===== config.mk =====
export PLATFORM = sky130hd
export DESIGN_NAME = fp_add_issuer
export DESIGN_NICKNAME = d
export VERILOG_FILES = /design/src/rtl/fp_pkg.sv /design/src/rtl/fp_watchdog.sv /design/src/rtl/fp_add_issuer.sv
export SDC_FILE = /design/constraint.sdc
export NUM_CORES = 1
export LEC_CHECK = 0
export CORE_MARGIN = 4
export CORE_UTILIZATION = 40
export DETAILED_ROUTE_END_ITERATION = 10
export DONT_BUFFER_PORTS = 1
export GPL_TIMING_DRIVEN = 0
export PLACE_DENSITY = 0.61
export SETUP_SLACK_MARGIN = 0.4
export SKIP_CTS_REPAIR_TIMING = 1
export SYNTH_ARGS = -nofsm -noshare
export SYNTH_HDL_FRONTEND = slang
export SYNTH_SLANG_ARGS = --single-unit

===== constraint.sdc =====
create_clock -name clk -period 1.7 [get_ports clk]
set_input_delay 0.17 -clock clk [delete_from_list [all_inputs] [get_ports clk]]
set_output_delay 0.17 -clock clk [all_outputs]
set_load 0.01 [all_outputs]

===== src/rtl/fp_pkg.sv =====
// Shared definitions for the FP adder issuer: FSM state encoding and IEEE-754 single field positions.
package fp_pkg;

  typedef enum logic [1:0] {
    ST_IDLE    = 2'd0,
    ST_ISSUE   = 2'd1,
    ST_RESULT  = 2'd2,
    ST_RECOVER = 2'd3
  } fp_state_e;

  localparam int FP_WIDTH    = 32;
  localparam int FP_SIGN_BIT = 31;
  localparam int FP_EXP_MSB  = 30;
  localparam int FP_EXP_LSB  = 23;
  localparam int FP_MAN_MSB  = 22;
  localparam int FP_MAN_LSB  = 0;

  // Subtraction is issued as an add with the second operand's sign inverted.
  function automatic logic [FP_WIDTH-1:0] fp_flip_sign(input logic [FP_WIDTH-1:0] v,
                                                        input logic flip);
    return {v[FP_SIGN_BIT] ^ flip, v[FP_EXP_MSB:FP_EXP_LSB], v[FP_MAN_MSB:FP_MAN_LSB]};
  endfunction

endpackage


===== src/rtl/fp_watchdog.sv =====
// Issue watchdog: down-counter reloaded while en is low; expired marks the TIMEOUT_CYCLES-th
// consecutive enabled cycle. Only instantiated when FP_ISSUE_TIMEOUT_EN is defined.
module fp_watchdog #(
  parameter int TIMEOUT_CYCLES = 64
) (
  input  logic clk,
  input  logic rst_n,
  input  logic en,
  output logic expired
);

  localparam int CW = (TIMEOUT_CYCLES > 1) ? $clog2(TIMEOUT_CYCLES) : 1;
  localparam logic [CW-1:0] LOAD = (TIMEOUT_CYCLES > 0) ? CW'(TIMEOUT_CYCLES - 1) : '0;

  logic [CW-1:0] cnt;

  always_ff @(posedge clk or negedge rst_n) begin
    if (!rst_n) begin
      cnt <= LOAD;
    end else if (!en) begin
      cnt <= LOAD;
    end else if (cnt != '0) begin
      cnt <= cnt - CW'(1);
    end
  end

  assign expired = en && (cnt == '0);

endmodule


===== src/rtl/fp_add_issuer.sv =====
// Issues one IEEE-754 single add/sub at a time to a level-started adder and holds the result
// for a valid/ready consumer. Optional issue watchdog enabled by defining FP_ISSUE_TIMEOUT_EN.
//
//   state      | meaning
//   -----------+-------------------------------------------------------------
//   ST_IDLE    | in_ready high, waiting for an operand pair
//   ST_ISSUE   | str_sig high, operands held, waiting for done_sig
//   ST_RESULT  | out_valid high, result held until out_ready
//   ST_RECOVER | adder rest period, RECOVER_CYCLES cycles with str_sig low
module fp_add_issuer
  import fp_pkg::*;
#(
  parameter int RECOVER_CYCLES = 4,
  parameter int TIMEOUT_CYCLES = 64
) (
  input  logic                clk,
  input  logic                rst_n,
  input  logic                in_valid,
  output logic                in_ready,
  input  logic [FP_WIDTH-1:0] in_a,
  input  logic [FP_WIDTH-1:0] in_b,
  input  logic                in_sub,
  output logic                str_sig,
  output logic [FP_WIDTH-1:0] da_in1,
  output logic [FP_WIDTH-1:0] da_in2,
  input  logic [FP_WIDTH-1:0] da_out,
  input  logic                done_sig,
  input  logic                error,
  output logic                out_valid,
  input  logic                out_ready,
  output logic [FP_WIDTH-1:0] out_data,
  output logic                out_err,
  output logic                out_timeout
);

  localparam int RCW = (RECOVER_CYCLES > 1) ? $clog2(RECOVER_CYCLES) : 1;
  localparam logic [RCW-1:0] REC_LOAD = (RECOVER_CYCLES > 0) ? RCW'(RECOVER_CYCLES - 1) : '0;

  fp_state_e      state;
  fp_state_e      state_nxt;
  logic [RCW-1:0] rec_cnt;
  logic           timeout_hit;

  always_ff @(posedge clk or negedge rst_n) begin
    if (!rst_n) begin
      state <= ST_IDLE;
    end else begin
      state <= state_nxt;
    end
  end

  always_comb begin
    state_nxt = state;
    in_ready  = 1'b0;
    str_sig   = 1'b0;
    out_valid = 1'b0;
    case (state)
      ST_IDLE: begin
        in_ready = 1'b1;
        if (in_valid) state_nxt = ST_ISSUE;
      end
      ST_ISSUE: begin
        str_sig = 1'b1;
        if (done_sig || timeout_hit) state_nxt = ST_RESULT;
      end
      ST_RESULT: begin
        out_valid = 1'b1;
        if (out_ready) state_nxt = ST_RECOVER;
      end
      ST_RECOVER: begin
        if (rec_cnt == '0) state_nxt = ST_IDLE;
      end
      default: state_nxt = ST_IDLE;
    endcase
  end

  // Operands only load on acceptance, so they stay fixed from ISSUE through RECOVER.
  always_ff @(posedge clk or negedge rst_n) begin
    if (!rst_n) begin
      da_in1 <= '0;
      da_in2 <= '0;
    end else if (state == ST_IDLE && in_valid) begin
      da_in1 <= in_a;
      da_in2 <= fp_flip_sign(in_b, in_sub);
    end
  end

  // A done pulse in the same cycle as watchdog expiry wins over the timeout.
  always_ff @(posedge clk or negedge rst_n) begin
    if (!rst_n) begin
      out_data <= '0;
      out_err  <= 1'b0;
    end else if (state == ST_ISSUE) begin
      if (done_sig) begin
        out_data <= da_out;
        out_err  <= error;
      end else if (timeout_hit) begin
        out_data <= '0;
        out_err  <= 1'b0;
      end
    end
  end

  always_ff @(posedge clk or negedge rst_n) begin
    if (!rst_n) begin
      rec_cnt <= '0;
    end else if (state == ST_RESULT) begin
      rec_cnt <= REC_LOAD;
    end else if (state == ST_RECOVER && rec_cnt != '0) begin
      rec_cnt <= rec_cnt - RCW'(1);
    end
  end

`ifdef FP_ISSUE_TIMEOUT_EN
  fp_watchdog #(
    .TIMEOUT_CYCLES(TIMEOUT_CYCLES)
  ) u_watchdog (
    .clk    (clk),
    .rst_n  (rst_n),
    .en     (state == ST_ISSUE),
    .expired(timeout_hit)
  );

  always_ff @(posedge clk or negedge rst_n) begin
    if (!rst_n) begin
      out_timeout <= 1'b0;
    end else if (state == ST_ISSUE) begin
      if (done_sig) begin
        out_timeout <= 1'b0;
      end else if (timeout_hit) begin
        out_timeout <= 1'b1;
      end
    end
  end
`else
  logic [31:0] unused_timeout_cycles;

  assign unused_timeout_cycles = 32'(TIMEOUT_CYCLES);
  assign timeout_hit           = 1'b0;
  assign out_timeout           = 1'b0;
`endif

endmodule


# Word level (Yosys, flattened, before mapping)
# Index checks and enable logic that the tools add are counted.
[totals]
ff_bits = 101
in_bits = 103
wordCells = 33
output_inout_bits = 101
[op_classes]
n_eq_ne = 7
bitwise = 1
mux = 10
addsub = 1
reduce_logical = 8
[ops]
columns = ["cell", "count"]
rows = [
  ["$mux 2", 6],
  ["$ne 2x2->1 const B", 4],
  ["$pmux 2 s4", 1],
  ["$eq 2x2->1 const B", 2],
  ["$logic_not 2->1", 2],
  ["$reduce_and 4->1", 1],
  ["$reduce_bool 2->1", 2],
  ["$mux 1", 3],
  ["$eq 2x1->1 const B", 1],
  ["$logic_and 1x1->1", 2],
  ["$reduce_and 2->1", 1],
  ["$sub 2x1->2 const B", 1],
  ["$xor 1x1->1", 1],
]

# Depth between registers and ports, before layout
# Gate-level depths: netlist of run 1.
[depth]
ltp_word = 4
depth_mapped = 7
depth_no_buf = 5

# Least setup slack after synthesis of run 1
# No wires, ideal clock.
[synth_timing]
kind = "reg2reg"
startpoint = "register state[1]"
endpoint = "register state[1]"
arrival_ps = 1441
path_buffers = 0
setup_time_ps = 125
path_slack_ps = 134
required_ps = 1575
path_stages_with_launch = 6
synth_period_minus_slack_ps = 1566
path_cell_list = "dfrtp_1 -> inv_1 -> ha_1 -> nor2b_1 -> a2111oi_4 -> mux2_4"
[synth_between]
elab_chain_cells = 3
word_cells_on_any_way = 10
cone_classes = "eq/ne: 7; mux: 1; reduce/logical: 2"
[synth_lines]
columns = ["item", "line_no", "text"]
rows = [
  ["from (decl)", "fp_add_issuer.sv:39", "fp_state_e state;"],
  ["from (signal assigned)", "fp_add_issuer.sv:48", "state <= state_nxt;"],
  ["$eq 2x2->1, or another cell as far along", "fp_add_issuer.sv:57", "case (state)"],
  ["$ne 2x2->1 (no line)", "--", ""],
  ["$reduce_and 4->1 (no line)", "--", ""],
]
# Several ways; a longest one is shown, not always the timed one.
# A chain may end at the register's enable or synchronous reset.

# Final worst setup path of run 1
# Same ends and word-level chain as after synthesis.

==> qor.yml, run 1 <==
status:
  outcome: "finished with violations"
  violations: "hold timing"
yosys:
  synth_area_um2: 3930
  netlist_top_cells_area: "dfrtp_1 64%, mux2_2 28%, ha_1 1.6%"
  synthesis.nets: 344
  syn-instance-count: 236
  yosysMostFrequentCell: "dfrtp_1"
  synth_edf_count: 0
  ys_warn_count: 0
  synth_flop_cell: "dfrtp_1"
  synth_seq_cells: 101
  yosysTopAreaCell: "dfrtp_1"
  avgSynthCellArea_um2: 16.7
  synth_cell_type_count: 21
  synthArstFlopShare: 1.00
  synth_top_area_frac: 0.643
  synth_commonest_cells: "101 x dfrtp_1, 96 x mux2_2, 5 x buf_6, 5 x ha_1, 5 x inv_1"
  seq_area_frac_synth: 0.643
clocking:
  clock-root-buffer: "clkbuf_8"
  cts_max_level: 3
  cts_max_path_buffers: 2
  clk_pin_slew_ns: 0.10
  clock_latency_ns: 0.35
  cts_sinks: 101
  numCtsBuffers: 9
  tritoncts: "yes"
timing:
  setup_viol: 0
  rsz0062_at_grt: "true"
  finalClockSkew_ns: 0.0153
  hold_viol: 101
  maxSlewViolCount: 0
  max_freq_ghz: 0.615
  period_needed_ns: 1.63
  period_share: 0.956
  hold_slack_ns: -0.499
detailed_routing:
  num_vias: 2420
  drt-vias-per-instance: 4.87
  route.detailed.drc: 0
  first_iter_violations: 86
  dr.pass1.iters: 4
  wl_per_cell_um: 20.2
  wl_um: 10000
  ant_nets: 0
flow_run:
  maxCapViolCount: 0
setup_path:
  crit_type: "reg -> reg"
  reg2reg_slack_ns: 0.07
  crit_fanout: 4
  max_stage_delay_ns: 0.42
  cp-startpoint: "state[1]$_DFFE_PN0P_"
  r2r-end: "state[1]$_DFFE_PN0P_"
  crit_path_start_kind: "flop"
  worst_path_max_delay_cell: "dfrtp_1"
  ff2ff_path_depth: 5
  crit_chain: "inv_2 -> ha_4 -> nor2b_4 -> a2111oi_4 -> mux2_4"
  cp_data_required_time_ns: 1.95
  crit_path_end_kind: "flop"
  arrival_ns: 1.87
  worstReg2RegStart: "state[1]$_DFFE_PN0P_"
pwr:
  peakVddDrop_mv: 0.947
  p_total_w: 0.0103
  powerDensity_nw_per_um2: 1750
  p_leak_nw: 2.73
layout:
  final_core_util: 0.627
  drive_above_1_share: 0.416
  fin_nets: 471
  n_fill_cell: 679
  diodes: 0
  fin_area_um2: 5900
  syn_to_final_growth_pct: 50.2
  ff_latch_area_um2: 2530
  finalNonFillerCells: 497
  multiInputGateArea_um2: 1570
grt:
  overflow: 0
  antenna_found_initial: 0
  grt_use_total: 0.138
  grt_pass1_vias: 2233
  grt_first_pass_wirelength_um: 12200
  grt_max_degree: 102
floorplan:
  die_area_um2: 11500
  row_count: 35
  die_w_um: 107
  start_util: 0.417
  die_height_um: 107
  io_pins: 204
  core_area_um2: 9420
placement:
  place_area_um2: 4150
  numPortBuffers: 0
  routabilityCongestion: 0.697
  dpl.hpwl_um: 5940
  dpl.cell_count: 365
worst_hold_path:
  min-delay-path-class: "in -> async"
[how the worst max path moves through the flow]
| stage | endpoint | cells after the start |
|---|---|---|
| after global placement | da_in2[12]$_DFFE_PN0P_ | 6 |
| after CTS | da_in2[11]$_DFFE_PN0P_ | 6 |
| after floorplan | state[1]$_DFFE_PN0P_ | 5 |
| after global routing | state[1]$_DFFE_PN0P_ | 5 |
| after detailed placement | da_in2[10]$_DFFE_PN0P_ | 6 |
| final | state[1]$_DFFE_PN0P_ | 5 |
[flip-flops by register name, indices dropped and copies added (netlist names)]
| register | count |
|---|---|
| out_err | 1 |
| rec_cnt | 2 |
| da_in1 | 32 |
| da_in2 | 32 |
| state | 2 |
| out_data | 32 |
[cell usage in the layout (no fill, tap or decap), types with 4 or more instances in the layout]
cell type / count
dfrtp_1: 101
clkbuf_8: 9
buf_8: 4
buf_4: 8
buf_12: 5
dlygate4sd3_1: 98
mux2_4: 48
clkbuf_16: 8
mux2_2: 49
[where the power goes]
group	leakage (nW)	total, W	internal (W)	switching, W
Clock	0.0939	0.00150	0.000689	0.000814
Sequential	1.19	0.00517	0.00364	0.00153
Combinational	1.45	0.00363	0.00252	0.00111
Total	2.73	0.0103	0.00685	0.00346
[cells by family after synthesis]
family | after synthesis | share of synthesized area
adder cells (fa/ha/maj) | 5 | 0.0159
AO/OA/AOI/OAI | 4 | 0.0124
AND/OR/NAND/NOR | 10 | 0.0162
other | 1 | 0.000954
multiplexers | 97 | 0.279
XOR/XNOR | 2 | 0.00446
buffers and inverters | 16 | 0.0280
flip-flops | 101 | 0.643
[per-layer routing]
| metal | part of all wire | vias to the layer above | wire length [um] | GRT usage |
|---|---|---|---|---|
| li1 | - | 1070 | - | - |
| met1 | 0.37 | 1194 | 3760 | 0.154 |
| met2 | 0.50 | 146 | 5030 | 0.223 |
| met3 | 0.11 | 10 | 1140 | 0.0716 |
| met4 | 0.011 | 0 | 112 | 0.0521 |
| met5 | 0 | - | 0 | 0 |
[area by class of cell]
cell class	instances	area share
inverter	5	0.00318
timing repair buffer	115	0.213
tap	129	0.0273
sequential	101	0.428
clock inverter	5	0.0102
buffer	11	0.0303
clock buffer	11	0.0223
multi-input combinational	120	0.266
[critical path: cells and delay by family (launching register included)]
family                   cells  cell delay, ns
AO/OA/AOI/OAI                1            0.35
AND/OR/NAND/NOR              1            0.13
adder cells (fa/ha/maj)      1            0.19
multiplexers                 1            0.33
flip-flops                   1            0.42
buffers and inverters        1            0.09
[metrics by stage]
stage | TNS [ns] | worst slack [ns]
finish | 0 | 0.0748
global route | 0 | 0.0208
CTS | -0.189 | -0.0294
detailed placement | 0 | 0.00121
global placement | 0 | 0.0329
floorplan | 0 | 0.195
(Power assumes the default switching activity.)
==> run 2: changes to the inputs <==
==> constraint.sdc (replaced) <==
create_clock -name clk -period 1.7 [get_ports clk]
set_input_delay 0.34 -clock clk [delete_from_list [all_inputs] [get_ports clk]]
set_output_delay 0.34 -clock clk [all_outputs]
set_load 0.01 [all_outputs]
==> qor.yml, run 2 (synthesis gave the netlist of run 1 again) <==
layout:
  n_fill_cell: 807
  final_cell_mix: "101 x dfrtp_1, 49 x mux2_2, 48 x mux2_4, 9 x clkbuf_8"
  largestRegisters: "da_in1 x32, da_in2 x32, out_data x32"
  ff_latch_area_um2: 2530
  drive_above_1_share: 0.567
  diodes: 0
  fin_area_um2: 4920
  fin_nets: 373
  final_common_cell: "dfrtp_1"
  syn_to_final_growth_pct: 25.3
  multiInputGateArea_um2: 1570
placement:
  dpl.hpwl_um: 5940
  numPortBuffers: 0
  routabilityCongestion: 0.697
  place_area_um2: 4150
  dpl_worst_slack_ns: 0.00121
clocking:
  tritoncts: "yes"
  cts_max_level: 3
  clock_latency_ns: 0.35
  numCtsBuffers: 9
  clk_pin_slew_ns: 0.10
  clock-root-buffer: "clkbuf_8"
  cts_sinks: 101
  cts_max_path_buffers: 2
pwr:
  p_leak_nw: 2.32
  powerDensity_nw_per_um2: 2040
  peakVddDrop_mv: 0.900
setup_path:
  cp_data_required_time_ns: 1.94
  crit_path_end_kind: "flop"
  ff2ff_path_depth: 5
  reg2reg_slack_ns: 0.07
  crit_type: "reg -> reg"
  worstReg2RegStart: "state[1]$_DFFE_PN0P_"
  max_stage_delay_ns: 0.42
  crit_path_start_kind: "flop"
  crit_fanout: 4
  r2r-end: "state[1]$_DFFE_PN0P_"
  crit_chain: "inv_2 -> ha_4 -> nor2b_4 -> a2111oi_4 -> mux2_4"
  worst_path_max_delay_cell: "dfrtp_1"
  arrival_ns: 1.88
detailed_routing:
  dr.pass1.iters: 2
  num_vias: 2065
  ant_nets: 0
  met3WireLength_um: 1060
  drt-vias-per-instance: 5.18
  first_iter_violations: 42
  wl_per_cell_um: 22.3
  top_layer_used: "met4"
  wl_um: 8880
  met1_length_um: 3270
  route.detailed.drc: 0
  wl_met2_um: 4440
timing:
  setup_slack_ns: 0.0689
  max_freq_ghz: 0.613
  hold_viol: 101
  setup_viol: 0
  period_share: 0.959
  hold_slack_ns: -0.334
  rsz0062_at_grt: "true"
  period_needed_ns: 1.63
  finalClockSkew_ns: 0.0114
  maxSlewViolCount: 0
  final.setup.tns_ns: 0
status:
  violations: "hold timing"
  outcome: "finished with violations"
grt:
  grt_first_pass_wirelength_um: 12200
  grt_pass1_vias: 2233
  grt_max_degree: 102
  overflow: 0
  grt_use_total: 0.138
  antenna_found_initial: 0
floorplan:
  die_height_um: 107
  core_area_um2: 9420
  die_w_um: 107
  row_count: 35
  start_util: 0.417
  io_pins: 204
  die_area_um2: 11500
flow_run:
  maxCapViolCount: 0
worst_hold_path:
  min-delay-path-class: "in -> async"
[run 2: worst max path at each step]
stage / slack (ns) / end / from
2_1_floorplan: 0.19 / state[1]$_DFFE_PN0P_ / state[0]$_DFFE_PN0P_
3_3_place_gp: 0.03 / da_in2[12]$_DFFE_PN0P_ / state[0]$_DFFE_PN0P_
3_5_place_dp: 0.001 / da_in2[10]$_DFFE_PN0P_ / state[1]$_DFFE_PN0P_
4_1_cts: -0.03 / da_in2[11]$_DFFE_PN0P_ / state[0]$_DFFE_PN0P_
5_1_grt: 0.02 / state[1]$_DFFE_PN0P_ / state[1]$_DFFE_PN0P_
6_report: 0.07 / state[1]$_DFFE_PN0P_ / state[1]$_DFFE_PN0P_
[run 2: cell type report]
class,count,area share
clock buffers,11,0.0267
inverters,5,0.00381
repair buffers,17,0.0559
well taps,129,0.0328
multi-input cells,120,0.319
flip-flops and latches,101,0.513
clock inverters,5,0.0122
plain buffers,11,0.0363
[run 2: metal layers]
| layer | up-vias | track usage |
|---|---|---|
| met5 | - | 0 |
| met4 | 0 | 0.0521 |
| met3 | 10 | 0.0716 |
| met2 | 143 | 0.223 |
| met1 | 1037 | 0.154 |
| li1 | 875 | - |
[run 2: worst max-delay path, delay by kind of cell, from the launching register on]
family | cells | cell delay (ns)
buffers and inverters | 1 | 0.09
and+or+nand+nor | 1 | 0.13
AOI/OAI and AO/OA | 1 | 0.35
adders and majority gates | 1 | 0.19
muxes | 1 | 0.34
DFF | 1 | 0.42
[run 2: report_power, final]
| part | switching, W | internal, W | total, W |
|---|---|---|---|
| sequential | 0.00149 | 0.00364 | 0.00513 |
| combinational | 0.00104 | 0.00236 | 0.00340 |
| clock | 0.000817 | 0.000689 | 0.00151 |
[run 2: stage by stage]
stage | utilization | power, W | hold WS (ns) | std cells
floorplan | - | 0.00690 | 0.0444 | 236
global placement | 0.441 | 0.00743 | 0.0467 | 365
detailed placement | 0.441 | 0.00754 | 0.0468 | 365
CTS | 0.461 | 0.00906 | -0.360 | 381
global route | 0.523 | 0.0106 | -0.367 | 399
finish | 0.523 | 0.0100 | -0.334 | 399
==> run 3: changes to the inputs <==
CAP_MARGIN = 20   (was default)
==> results of run 3 <==
Final layout, timing and power as in run 2 (identical DEF).
